--- src/rtl/async_clk_mult_unit.sv ---
// async_clk_mult_unit
// Handshake-driven local clock generator and 32-bit multiplier that sits
// beside the asynchronous register file.
//
// The handshake side turns per-channel req/ack levels into three things:
//   - a gated clock hs_clk that toggles while any channel is pending
//   - a one-hot grant for the lowest-index pending channel
//   - a busy flag
// The multiplier side registers the low word of Rs*Rm together with
// ARM-style N/Z flags.
//
// Ports
//   clk     in   1   free-running reference clock, all state on posedge
//   rst     in   1   asynchronous, active-high reset
//   req     in   CH  per-channel request level
//   ack     in   CH  per-channel acknowledge level
//   Rs      in   N   multiplier operand A
//   Rm      in   N   multiplier operand B
//   hs_clk  out  1   gated handshake clock (registered, glitch-free)
//   grant   out  CH  one-hot lowest pending channel, 0 when none pending
//   busy    out  1   any channel pending
//   result  out  N   low N bits of Rs*Rm
//   n_flag  out  1   result[N-1]
//   z_flag  out  1   result == 0
module async_clk_mult_unit #(
    parameter int N  = 32,
    parameter int CH = 4
) (
    input  logic          clk,
    input  logic          rst,
    input  logic [CH-1:0] req,
    input  logic [CH-1:0] ack,
    input  logic [N-1:0]  Rs,
    input  logic [N-1:0]  Rm,
    output logic          hs_clk,
    output logic [CH-1:0] grant,
    output logic          busy,
    output logic [N-1:0]  result,
    output logic          n_flag,
    output logic          z_flag
);

    logic [CH-1:0] w_pend;
    logic [CH-1:0] w_grant_nxt;
    logic          w_any_pend;
    logic [N-1:0]  w_prod;

    logic          r_hs_clk;
    logic [CH-1:0] r_grant;
    logic          r_busy;
    logic [N-1:0]  r_result;
    logic          r_n_flag;
    logic          r_z_flag;

    // req=1/ack=1 is a completed access and req=0/ack=1 is idle-acked;
    // only an unacknowledged request counts as pending.
    assign w_pend     = req & ~ack;
    assign w_any_pend = |w_pend;

    // Scan from the top down so the lowest pending index is written last
    // and therefore wins: fixed priority ch0 > ch1 > ...
    always_comb begin
        w_grant_nxt = '0;
        for (int i = CH - 1; i >= 0; i--) begin
            if (w_pend[i]) begin
                w_grant_nxt    = '0;
                w_grant_nxt[i] = 1'b1;
            end
        end
    end

    // An N-bit destination keeps exactly the low N bits of the full
    // product; those bits are the same for signed two's-complement operands,
    // and anything above them wraps away with no carry/overflow flag.
    assign w_prod = Rs * Rm;

    always_ff @(posedge clk or posedge rst) begin
        if (rst) begin
            r_hs_clk <= 1'b0;
            r_grant  <= '0;
            r_busy   <= 1'b0;
            r_result <= '0;
            r_n_flag <= 1'b0;
            r_z_flag <= 1'b0;
        end else begin
            // Toggling from a register gives a 2-cycle period with no runts;
            // forcing 0 when idle ends any high phase on the next edge.
            r_hs_clk <= w_any_pend ? ~r_hs_clk : 1'b0;
            r_grant  <= w_grant_nxt;
            r_busy   <= w_any_pend;
            r_result <= w_prod;
            r_n_flag <= w_prod[N-1];
            r_z_flag <= (w_prod == '0);
        end
    end

    assign hs_clk = r_hs_clk;
    assign grant  = r_grant;
    assign busy   = r_busy;
    assign result = r_result;
    assign n_flag = r_n_flag;
    assign z_flag = r_z_flag;

endmodule

--- config.mk ---
export PLATFORM = sky130hd
export DESIGN_NAME = async_clk_mult_unit
export DESIGN_NICKNAME = d
export VERILOG_FILES = /design/src/rtl/async_clk_mult_unit.sv
export SDC_FILE = /design/constraint.sdc
export NUM_CORES = 1
export LEC_CHECK = 0
export BUFFER_PORTS_ARGS = -buffer_cell sky130_fd_sc_hd__buf_2
export CELL_PAD_IN_SITES_DETAIL_PLACEMENT = 1
export CELL_PAD_IN_SITES_GLOBAL_PLACEMENT = 2
export CORE_ASPECT_RATIO = 0.8
export CORE_MARGIN = 2
export CORE_UTILIZATION = 41
export DETAILED_ROUTE_END_ITERATION = 7
export GPL_ROUTABILITY_DRIVEN = 1
export HOLD_SLACK_MARGIN = 0.02
export MAX_ROUTING_LAYER = met4
export PLACE_DENSITY_LB_ADDON = 0.1
export SLEW_MARGIN = 10
export SYNTH_ARGS = -nofsm -noshare
export SYNTH_HDL_FRONTEND = slang
export SYNTH_SLANG_ARGS = --single-unit
--- constraint.sdc ---
create_clock -name clk -period 1.4 [get_ports clk]
set_input_delay 0.28 -clock clk [delete_from_list [all_inputs] [get_ports clk]]
set_output_delay 0.28 -clock clk [all_outputs]
set_load 0.05 [all_outputs]
==> results of run 1 <==
-- worst max-delay path, delay by kind of cell --
family	cells	cell delay [ps]
xor+xnor	1	180
buf+inv	5	290
simple gates	8	3000
fa+ha+maj	9	3870
-- how the worst max path moves through the flow --
stage                       end  start  slack [ps]  cells past startpoint
3_3_place_gp   z_flag$_DFF_PP0_  Rm[3]       -6510                     23
4_1_cts        z_flag$_DFF_PP0_  Rm[2]       -6000                     23
5_1_grt        z_flag$_DFF_PP0_  Rs[7]       -6220                     23
3_5_place_dp   z_flag$_DFF_PP0_  Rm[2]       -6560                     23
6_report       z_flag$_DFF_PP0_  Rs[7]       -6010                     23
2_1_floorplan  z_flag$_DFF_PP0_  Rm[3]       -5960                     24
-- state kept, by name, summed over array words and instances (netlist names) --
register and count:
busy 1, grant 4, hs_clk 1, n_flag 1, result 31, z_flag 1
-- metrics by stage --
step	util	setup slack (ps)
6_report	0.551	-6010
5_1_grt	0.551	-6220
4_1_cts	0.533	-6000
3_5_place_dp	0.501	-6560
3_3_place_gp	0.501	-6510
2_1_floorplan	-	-5960
-- per-layer routing --
layer	global-route usage	part of all wire	up-vias
li1	-	-	5859
met1	0.416	0.46	6938
met2	0.443	0.46	261
met3	0.0607	0.067	50
met4	0.0307	0.015	0
met5	-	0	-
-- what timing repair did --
| action | in CTS | in global routing |
|---|---|---|
| resized for setup | 219 | 136 |
| buffers inserted | 44 | 21 |
| pin swaps | 129 | 146 |
| hold buffers | 0 | 0 |
| cloned | 1 | 1 |
| hold endpoints to repair | 0 | 0 |
| endpoints found under the setup margin | 31 | 31 |
-- Yosys cell counts, types with 2 or more instances --
| cell | count |
|---|---|
| nor2_1 | 19 |
| nor2b_1 | 5 |
| inv_1 | 357 |
| a2111oi_0 | 4 |
| fa_1 | 408 |
| clkbuf_1 | 81 |
| and2_1 | 367 |
| o211ai_1 | 4 |
| nand3_1 | 3 |
| xnor2_1 | 66 |
| a21o_1 | 5 |
| a211oi_1 | 7 |
| nand2b_1 | 7 |
| a21oi_1 | 19 |
| o21ai_0 | 11 |
| nand2_1 | 179 |
| or4b_1 | 2 |
| and3_1 | 2 |
| or3_1 | 3 |
| dfrtp_1 | 39 |
| or4_1 | 4 |
| xor2_1 | 19 |
| o21bai_1 | 2 |
| o21a_1 | 5 |
| nor3_1 | 4 |
| nand4_1 | 3 |
| ha_1 | 123 |
-- layout make-up --
class | count | area, um2
Sequential cell | 39 | 976
Clock buffer | 7 | 133
Fill cell | 4499 | 18300
Timing Repair Buffer | 422 | 3540
Clock inverter | 1 | 5.00
Antenna cell | 2 | 5.00
Multi-Input combinational cell | 1292 | 15700
Inverter | 357 | 1340
Tap cell | 544 | 681
-- cell families (layout without fill, tap and decap cells) --
group                      after synthesis  after routing
muxes                                    1              1
xor gates and xnor gates                85             85
adders and majority gates              531            531
buffers and inverters                  439            787
other                                    0              2
AOI/OAI and AO/OA                       70             70
DFF                                     39             39
and+or+nand+nor                        605            605
==> reports/results.ini, run 1 <==
[final_layout]
final_nets = 2722
drive_gt1_frac = 0.320
layout_commonest_cell = fa_1
layout_common_cells = fa_1, and2_1, inv_1
fin_area_mm2 = 0.0224
final_cells = 2664
syn2layout_area_growth_pct = 32.6

[clocking]
cts_root_buffer = clkbuf_16
cts_max_level = 2
cts_buffers = 5
cts_tree = done
clock_sinks = 39
cts.clk_slew.worst_paths_ps = 60
cts_buffer_depth = 2
clkLatencyLatePin_ps = 290

[routing]
dr.pass1.iters = 4
routed_wl_um = 59000
vias = 13108
viasPerCell = 4.92
postRouteAntennaNets = 0
wl_per_cell_um = 22.2
drt_iter0_markers = 667
drc = 0

[synth]
synth_edf_count = 0
synth_area_mm2 = 0.0169
syn_inst = 1770
muxShareOfSynthArea = 0.000593
synth-main-ff-cell = dfrtp_1
synth_nets = 2375
syn_avg_cell_area_um2 = 9.54
yosys-top-cells-area = fa_1, and2_1, ha_1
synth_top_family_by_area = adder cells
synth.distinct_cells = 49
synth_top_area_frac = 0.484
synth-simple-area-share = 0.196
synthXorXnorAreaFrac = 0.0441
yosys_warnings = 0
ys_seq_area_frac = 0.0578
synth_fa_ha_area_frac = 0.575
yosys_register_bits = 39
synth_compound_area_frac = 0.0284
yosysTopAreaCell = fa_1
async_flop_share = 1.00

[worst_setup_path]
critPathMaxStageDelay_ps = 580
reg2reg_setup_slack_ps = 860
cp_data_arrival_time_ps = 7610
path_cells = buf_12 > and2_4 > fa_1 > inv_1 > fa_1 > fa_1 > inv_2 > fa_1 > ha_4 > ha_4 > inv_2 > fa_2 > inv_2 > fa_2 > ha_4 > xor2_2 > nor4b_2 > or4b_1 > or4_4 > or4b_4 > or4_4 > or4_4 > nor4_2
r2r_end = hs_clk$_DFF_PP0_
r2r_start = hs_clk$_DFF_PP0_
critPathKind = input pin to register
startpoint_type = input pin
cp_common_cell = fa_1
worstSetupEndpointType = register
reg2reg_depth = 1
cp.required_ps = 1600
slowest_stage = fa_1
cp_max_fo = 7

[sta]
rsz0062_at_grt = yes
finalSetupTns_ps = -122360
period_minus_slack_ps = 7410
worst_slew_pin_slew_ps = 516
fin_ws_ps = -6010
max_freq_ghz = 0.135
slew_violations = 0
hold_violations = 0
relSlewSlack = 0.656
period_share = 5.29
fin_skew_ps = 0
setup_viol = 31
worst_hold_slack_ps = 96.3

[status]
violations = negative setup slack
status = finished with violations

[die]
io_pins = 114
die_width_um = 231
die_height_um = 185
num_rows = 66
coreArea_mm2 = 0.0406
dieArea_mm2 = 0.0428
start_util = 0.415

[placement]
dp.final_hpwl_um = 50000
numPortBuffers = 113
dp_cells = 2611
place_area_mm2 = 0.0204
gp_congestion = 0.919

[grt]
grt_pass1_vias = 14888
grt.total_usage = 0.291
grt_max_degree = 40
grt_pass1_wl_um = 90000
grt_overflow = 0
antenna_found_initial = 1

[hold_path]
hold_path.class = input pin to asynchronous set/reset pin

[job]
drv_cap = 0

Power of run 1 is not shown: default switching activity piles up to over one toggle a cycle in this logic, so the estimate is an artifact.
==> inputs of run 2 (changes only) <==
--- a/config.mk
+++ b/config.mk
@@ -5,12 +5,13 @@
 export SDC_FILE = /design/constraint.sdc
 export NUM_CORES = 1
 export LEC_CHECK = 0
+export ABC_AREA = 1
 export BUFFER_PORTS_ARGS = -buffer_cell sky130_fd_sc_hd__buf_2
 export CELL_PAD_IN_SITES_DETAIL_PLACEMENT = 1
 export CELL_PAD_IN_SITES_GLOBAL_PLACEMENT = 2
 export CORE_ASPECT_RATIO = 0.8
 export CORE_MARGIN = 2
-export CORE_UTILIZATION = 41
+export CORE_UTILIZATION = 38
 export DETAILED_ROUTE_END_ITERATION = 7
 export GPL_ROUTABILITY_DRIVEN = 1
 export HOLD_SLACK_MARGIN = 0.02
==> reports/results.ini, run 2 <==
[status]
status = finished with violations
violations = negative setup slack

[final_layout]
final_core_util = 0.514  ; -0.0367
largest_reg_flops = 31  ; unchanged
fillers = 5867  ; +30%
drive_gt1_frac = 0.292  ; -0.0274
fin_area_mm2 = 0.0247  ; +11%
final_nets = 3434  ; +26%
regArea_um2 = 977  ; +0.13%
multiInputGateArea_mm2 = 0.0157  ; +0.31%
syn2layout_area_growth_pct = 34.1
layout_commonest_cell = inv_1
layout_common_cells = inv_1, nand2_1, fa_1
diodes = 0  ; -2

[sta]
setup_viol = 31  ; unchanged
hold_violations = 0  ; unchanged
slew_violations = 0  ; unchanged
period_share = 4.58  ; -0.714
relSlewSlack = 0.610  ; -0.0458
worst_slew_pin_slew_ps = 581  ; +65.1 ps
finalSetupTns_ps = -117410  ; +4950 ps
rsz0062_at_grt = yes
period_minus_slack_ps = 6410  ; -1000 ps
worst_hold_slack_ps = 169  ; +72.8 ps
fin_skew_ps = 0  ; unchanged
fin_ws_ps = -5010  ; +1000 ps
max_freq_ghz = 0.156  ; +16%

[clocking]
cts.clk_slew.worst_paths_ps = 70  ; about the same
cts_root_buffer = clkbuf_16
cts_buffers = 5  ; unchanged
clock_sinks = 39  ; unchanged
cts_max_level = 2  ; unchanged
cts_buffer_depth = 2  ; unchanged
cts_tree = done
clkLatencyLatePin_ps = 300  ; about the same

[grt]
grt_pass1_wl_um = 103000  ; +14%
antenna_found_initial = 0  ; -1
grtUsageMet1 = 0.397  ; -0.0195
grt_pass1_vias = 18205  ; +22%
grt.total_usage = 0.274  ; -0.0178
grt_busiest_layer = met2
grt_max_degree = 26  ; -35%
grt_overflow = 0  ; unchanged
grt_use_met2 = 0.427  ; -0.0163
met3_usage = 0.0373  ; -0.0233

[synth]
yosys-top-cells-area = fa_1, inv_1, nand2_1
syn_avg_cell_area_um2 = 7.43  ; -22%
synth_nets = 3088  ; +30%
yosysTopAreaCell = fa_1
yosys_register_bits = 39  ; unchanged
syn_inst = 2483  ; +40%
post-synth-top-count-cell = inv_1
synth_top_area_frac = 0.443  ; -0.0410
yosys_warnings = 0  ; unchanged
async_flop_share = 1.00  ; unchanged
synth_common_cells = inv_1, nand2_1, fa_1
synth-main-ff-cell = dfrtp_1
synth_area_mm2 = 0.0184  ; +9.3%
synth_edf_count = 0  ; unchanged
ys_seq_area_frac = 0.0529  ; -0.00490
synth.distinct_cells = 40  ; -18%

[worst_setup_path]
cp.required_ps = 1630  ; +30 ps
worstSetupEndpointType = register
cp_max_fo = 8  ; +1
startpoint_type = input pin
r2r_end = hs_clk$_DFF_PP0_
cp_common_cell = fa_1
reg2reg_setup_slack_ps = 810  ; -50 ps
r2r_start = hs_clk$_DFF_PP0_
cp_data_arrival_time_ps = 6640  ; -970 ps
slowest_stage = fa_1
critPathMaxStageDelay_ps = 600  ; +20 ps
reg2reg_depth = 1  ; unchanged
critPathKind = input pin to register

[job]
drv_cap = 0  ; unchanged

[routing]
vias = 16139  ; +23%
dr.pass1.iters = 5  ; +1
wl_per_cell_um = 18.9  ; -15%
routed_wl_um = 65300  ; +11%
viasPerCell = 4.67  ; -5.2%
postRouteAntennaNets = 0  ; unchanged
drc = 0  ; unchanged
drt_iter0_markers = 845  ; +27%

[die]
die_height_um = 201  ; +8.4%
start_util = 0.383  ; -0.0321
num_rows = 72  ; +9.1%
dieArea_mm2 = 0.0503  ; +18%
io_pins = 114  ; unchanged
die_width_um = 250  ; +8.4%
coreArea_mm2 = 0.0481  ; +18%

[hold_path]
hold_depth = 2
hold_end = grant[0]$_DFF_PP0_
hold_path.class = input pin to register
hp-start = ack[0]

[placement]
place_area_mm2 = 0.0223  ; +9.6%
dp.final_hpwl_um = 55600  ; +11%
numPortBuffers = 113  ; unchanged
gp_congestion = 0.886  ; -3.5%

==> run 2: per-layer routing <==
metal,up-vias,routed length [um],part of all wire
met3,37,3200,0.049
met4,0,619,0.0095
met5,-,0,0
met1,8308,32000,0.49
met2,287,29500,0.45
li1,7507,-,-
==> run 2: repair_timing <==
action / CTS / global route
pin swaps: 127 / 137
endpoints found under the setup margin: 33 / 33
gates resized for setup: 291 / 201
cloned: 0 / 2
endpoints found under the hold margin: 14 / 0
hold buffers: 1 / 0
buffers inserted: 26 / 32
==> run 2: stage by stage <==
stage / worst slack, ps / cells
6_report: -5010 / 3459
5_1_grt: -5230 / 3459
4_1_cts: -5030 / 3433
3_5_place_dp: -5660 / 3400
3_3_place_gp: -5610 / 3400
2_1_floorplan: -4820 / 2483
==> run 2: layout make-up <==
type	instances	share of cell area
multi-input cells	1519	0.637
clock inverters	3	0.00177
flip-flops and latches	39	0.0395
repair buffers	442	0.160
well taps	629	0.0318
clock buffers	5	0.00506
inverters	822	0.125
==> run 2: logic make-up (layout without fill, tap and decap cells) <==
| family | after synthesis | count (layout) | share of synthesized area |
|---|---|---|---|
| AO/OA/AOI/OAI | 46 | 46 | 0.0152 |
| XOR/XNOR | 28 | 28 | 0.0141 |
| adder cells (fa/ha/maj) | 531 | 531 | 0.526 |
| buffers and inverters | 925 | 1272 | 0.191 |
| flip-flops | 39 | 39 | 0.0529 |
| AND/OR/NAND/NOR | 914 | 914 | 0.201 |
==> run 2: how the worst max path moves through the flow <==
stage / cells past startpoint / endpoint / from
6_report: 28 / z_flag$_DFF_PP0_ / Rs[13]
4_1_cts: 28 / z_flag$_DFF_PP0_ / Rs[13]
3_5_place_dp: 28 / z_flag$_DFF_PP0_ / Rs[11]
5_1_grt: 28 / z_flag$_DFF_PP0_ / Rm[5]
2_1_floorplan: 30 / z_flag$_DFF_PP0_ / Rm[7]
3_3_place_gp: 27 / z_flag$_DFF_PP0_ / Rs[16]
==> run 2: worst max-delay path: cells and delay by family <==
kind	cells	cell delay, ps
adder cells (fa/ha/maj)	9	4440
buffers and inverters	6	400
AND/OR/NAND/NOR	12	1290
XOR/XNOR	1	180
Power of run 2 is left out for the same reason.
==> inputs of run 3 (changes only) <==
--- a/config.mk
+++ b/config.mk
@@ -13,10 +13,10 @@
 export CORE_MARGIN = 2
 export CORE_UTILIZATION = 38
 export DETAILED_ROUTE_END_ITERATION = 7
-export GPL_ROUTABILITY_DRIVEN = 1
 export HOLD_SLACK_MARGIN = 0.02
 export MAX_ROUTING_LAYER = met4
 export PLACE_DENSITY_LB_ADDON = 0.1
+export RECOVER_POWER = 100
 export SLEW_MARGIN = 10
 export SYNTH_ARGS = -nofsm -noshare
 export SYNTH_HDL_FRONTEND = slang
==> reports/results.ini, run 3 (synthesized netlist as in run 2, its figures left out) <==
[status]
status = finished with violations
violations = negative setup slack

[placement]
place_ws_ps = -5660  ; unchanged
numPortBuffers = 113  ; unchanged
dp.final_hpwl_um = 55600  ; unchanged
gp_congestion = 0.886  ; unchanged
place_area_mm2 = 0.0223  ; unchanged

[hold_path]
hold_depth = 2  ; unchanged
hold_path.class = input pin to register
hp-start = ack[0]
hold_end = grant[0]$_DFF_PP0_

[final_layout]
fin_area_mm2 = 0.0247  ; about the same
drive_gt1_frac = 0.292  ; -0.000353
layout_common_cells = inv_1, nand2_1, fa_1
final_nets = 3434  ; unchanged
syn2layout_area_growth_pct = 34.0  ; about the same
diodes = 0  ; unchanged
largest_reg_flops = 31  ; unchanged
layout_commonest_cell = inv_1

[die]
die_height_um = 201  ; unchanged
dieArea_mm2 = 0.0503  ; unchanged
die_width_um = 250  ; unchanged
coreArea_mm2 = 0.0481  ; unchanged
start_util = 0.383  ; unchanged
num_rows = 72  ; unchanged
io_pins = 114  ; unchanged

[sta]
fin_skew_ps = 0  ; unchanged
max_freq_ghz = 0.156  ; about the same
fin_ws_ps = -5010  ; +4.92 ps
rsz0062_at_grt = yes
setup_viol = 32  ; +3.2%
worst_hold_slack_ps = 168  ; -1.20 ps
slew_violations = 0  ; unchanged
period_minus_slack_ps = 6410  ; -4.92 ps
worst_slew_pin_slew_ps = 680  ; +98.7 ps
finalSetupTns_ps = -117780  ; -373 ps
hold_violations = 0  ; unchanged
period_share = 4.58  ; about the same
relSlewSlack = 0.547  ; -0.0634

[routing]
drt_iter0_markers = 838  ; -0.83%
viasPerCell = 4.67  ; about the same
drc = 0  ; unchanged
postRouteAntennaNets = 0  ; unchanged
dr.pass1.iters = 4  ; -1
wl_per_cell_um = 18.9  ; about the same
routed_wl_um = 65400  ; about the same
vias = 16140  ; +0.0062%

[worst_setup_path]
r2r_start = hs_clk$_DFF_PP0_
cp_data_arrival_time_ps = 6630  ; about the same
cp_max_fo = 8  ; unchanged
startpoint_type = input pin
reg2reg_depth = 1  ; unchanged
r2r_end = hs_clk$_DFF_PP0_
cp.required_ps = 1630  ; about the same
reg2reg_setup_slack_ps = 810  ; about the same
critPathKind = input pin to register
worstSetupEndpointType = register

[clocking]
clkLatencyLatePin_ps = 300  ; about the same
cts_max_level = 2  ; unchanged
cts_buffers = 5  ; unchanged
cts_tree = done
clock_sinks = 39  ; unchanged
cts_root_buffer = clkbuf_16
cts.clk_slew.worst_paths_ps = 70  ; about the same
cts_buffer_depth = 2  ; unchanged

[grt]
grt_overflow = 0  ; unchanged
antenna_found_initial = 0  ; unchanged
grt_max_degree = 26  ; unchanged
grt_pass1_vias = 18205  ; unchanged
grt_pass1_wl_um = 103000  ; unchanged
grt.total_usage = 0.274  ; unchanged

[job]
drv_cap = 0  ; unchanged

## run 3: cell types whose count changed in the layout (fill, tap and decap cells not counted), sizes merged
cell | before | now
clkbuf | 10 | 50
buf | 436 | 396
## run 3: worst max-delay path by stage
stage               startpoint  slack, ps          endpoint  cells past startpoint
global placement        Rs[16]      -5610  z_flag$_DFF_PP0_                     27
CTS                     Rs[13]      -5030  z_flag$_DFF_PP0_                     28
floorplan                Rm[7]      -4820  z_flag$_DFF_PP0_                     30
detailed placement      Rs[11]      -5660  z_flag$_DFF_PP0_                     28
finish                  Rs[13]      -5010  z_flag$_DFF_PP0_                     28
global route             Rm[5]      -5230  z_flag$_DFF_PP0_                     28
## run 3: cell type report
cell class / count / area (um2)
multi-input cells: 1519 / 15700
fillers: 5870 / 23400
clock buffers: 5 / 125
inverters: 822 / 3100
clock inverters: 3 / 43.8
well taps: 629 / 787
repair buffers: 442 / 3940
flip-flops and latches: 39 / 977
## run 3: per-layer routing
| metal | global-route usage | part of all wire | up-vias |
|---|---|---|---|
| met5 | - | 0 | - |
| met4 | 0.0184 | 0.0095 | 0 |
| met3 | 0.0373 | 0.048 | 37 |
| met2 | 0.427 | 0.45 | 275 |
| met1 | 0.397 | 0.49 | 8321 |
| li1 | - | - | 7507 |
## run 3: what timing repair did
action / in CTS / in global routing
pin swaps: 127 / 137
hold buffers: 1 / 0
cloned: 0 / 2
endpoints found under the setup margin: 33 / 33
gates resized for setup: 291 / 201
setup buffers: 26 / 32
endpoints found under the hold margin: 14 / 0
## run 3: through the flow
stage | util | std cells
floorplan | - | 2483
global placement | 0.464 | 3400
detailed placement | 0.464 | 3400
CTS | 0.495 | 3433
global route | 0.514 | 3459
finish | 0.514 | 3459
## run 3: critical path, cell delays in order
cell and delay [ps]:
buf_8 100, buf_12 130, nand2_1 70, inv_1 50
fa_1 400, fa_1 560, fa_1 600, inv_2 50
fa_1 510, inv_2 40, fa_1 490, fa_2 470
fa_2 600, fa_2 470, ha_4 310, nand2_4 60
nor2_4 90, inv_2 50, nor2_4 130, nand4_1 210
nand3_2 200, xor2_2 180, nand2_1 90, nor2_2 100
nand3_2 90, nor2_2 110, nand3_1 60, nor2_1 100
Power of run 3 is left out for the same reason.
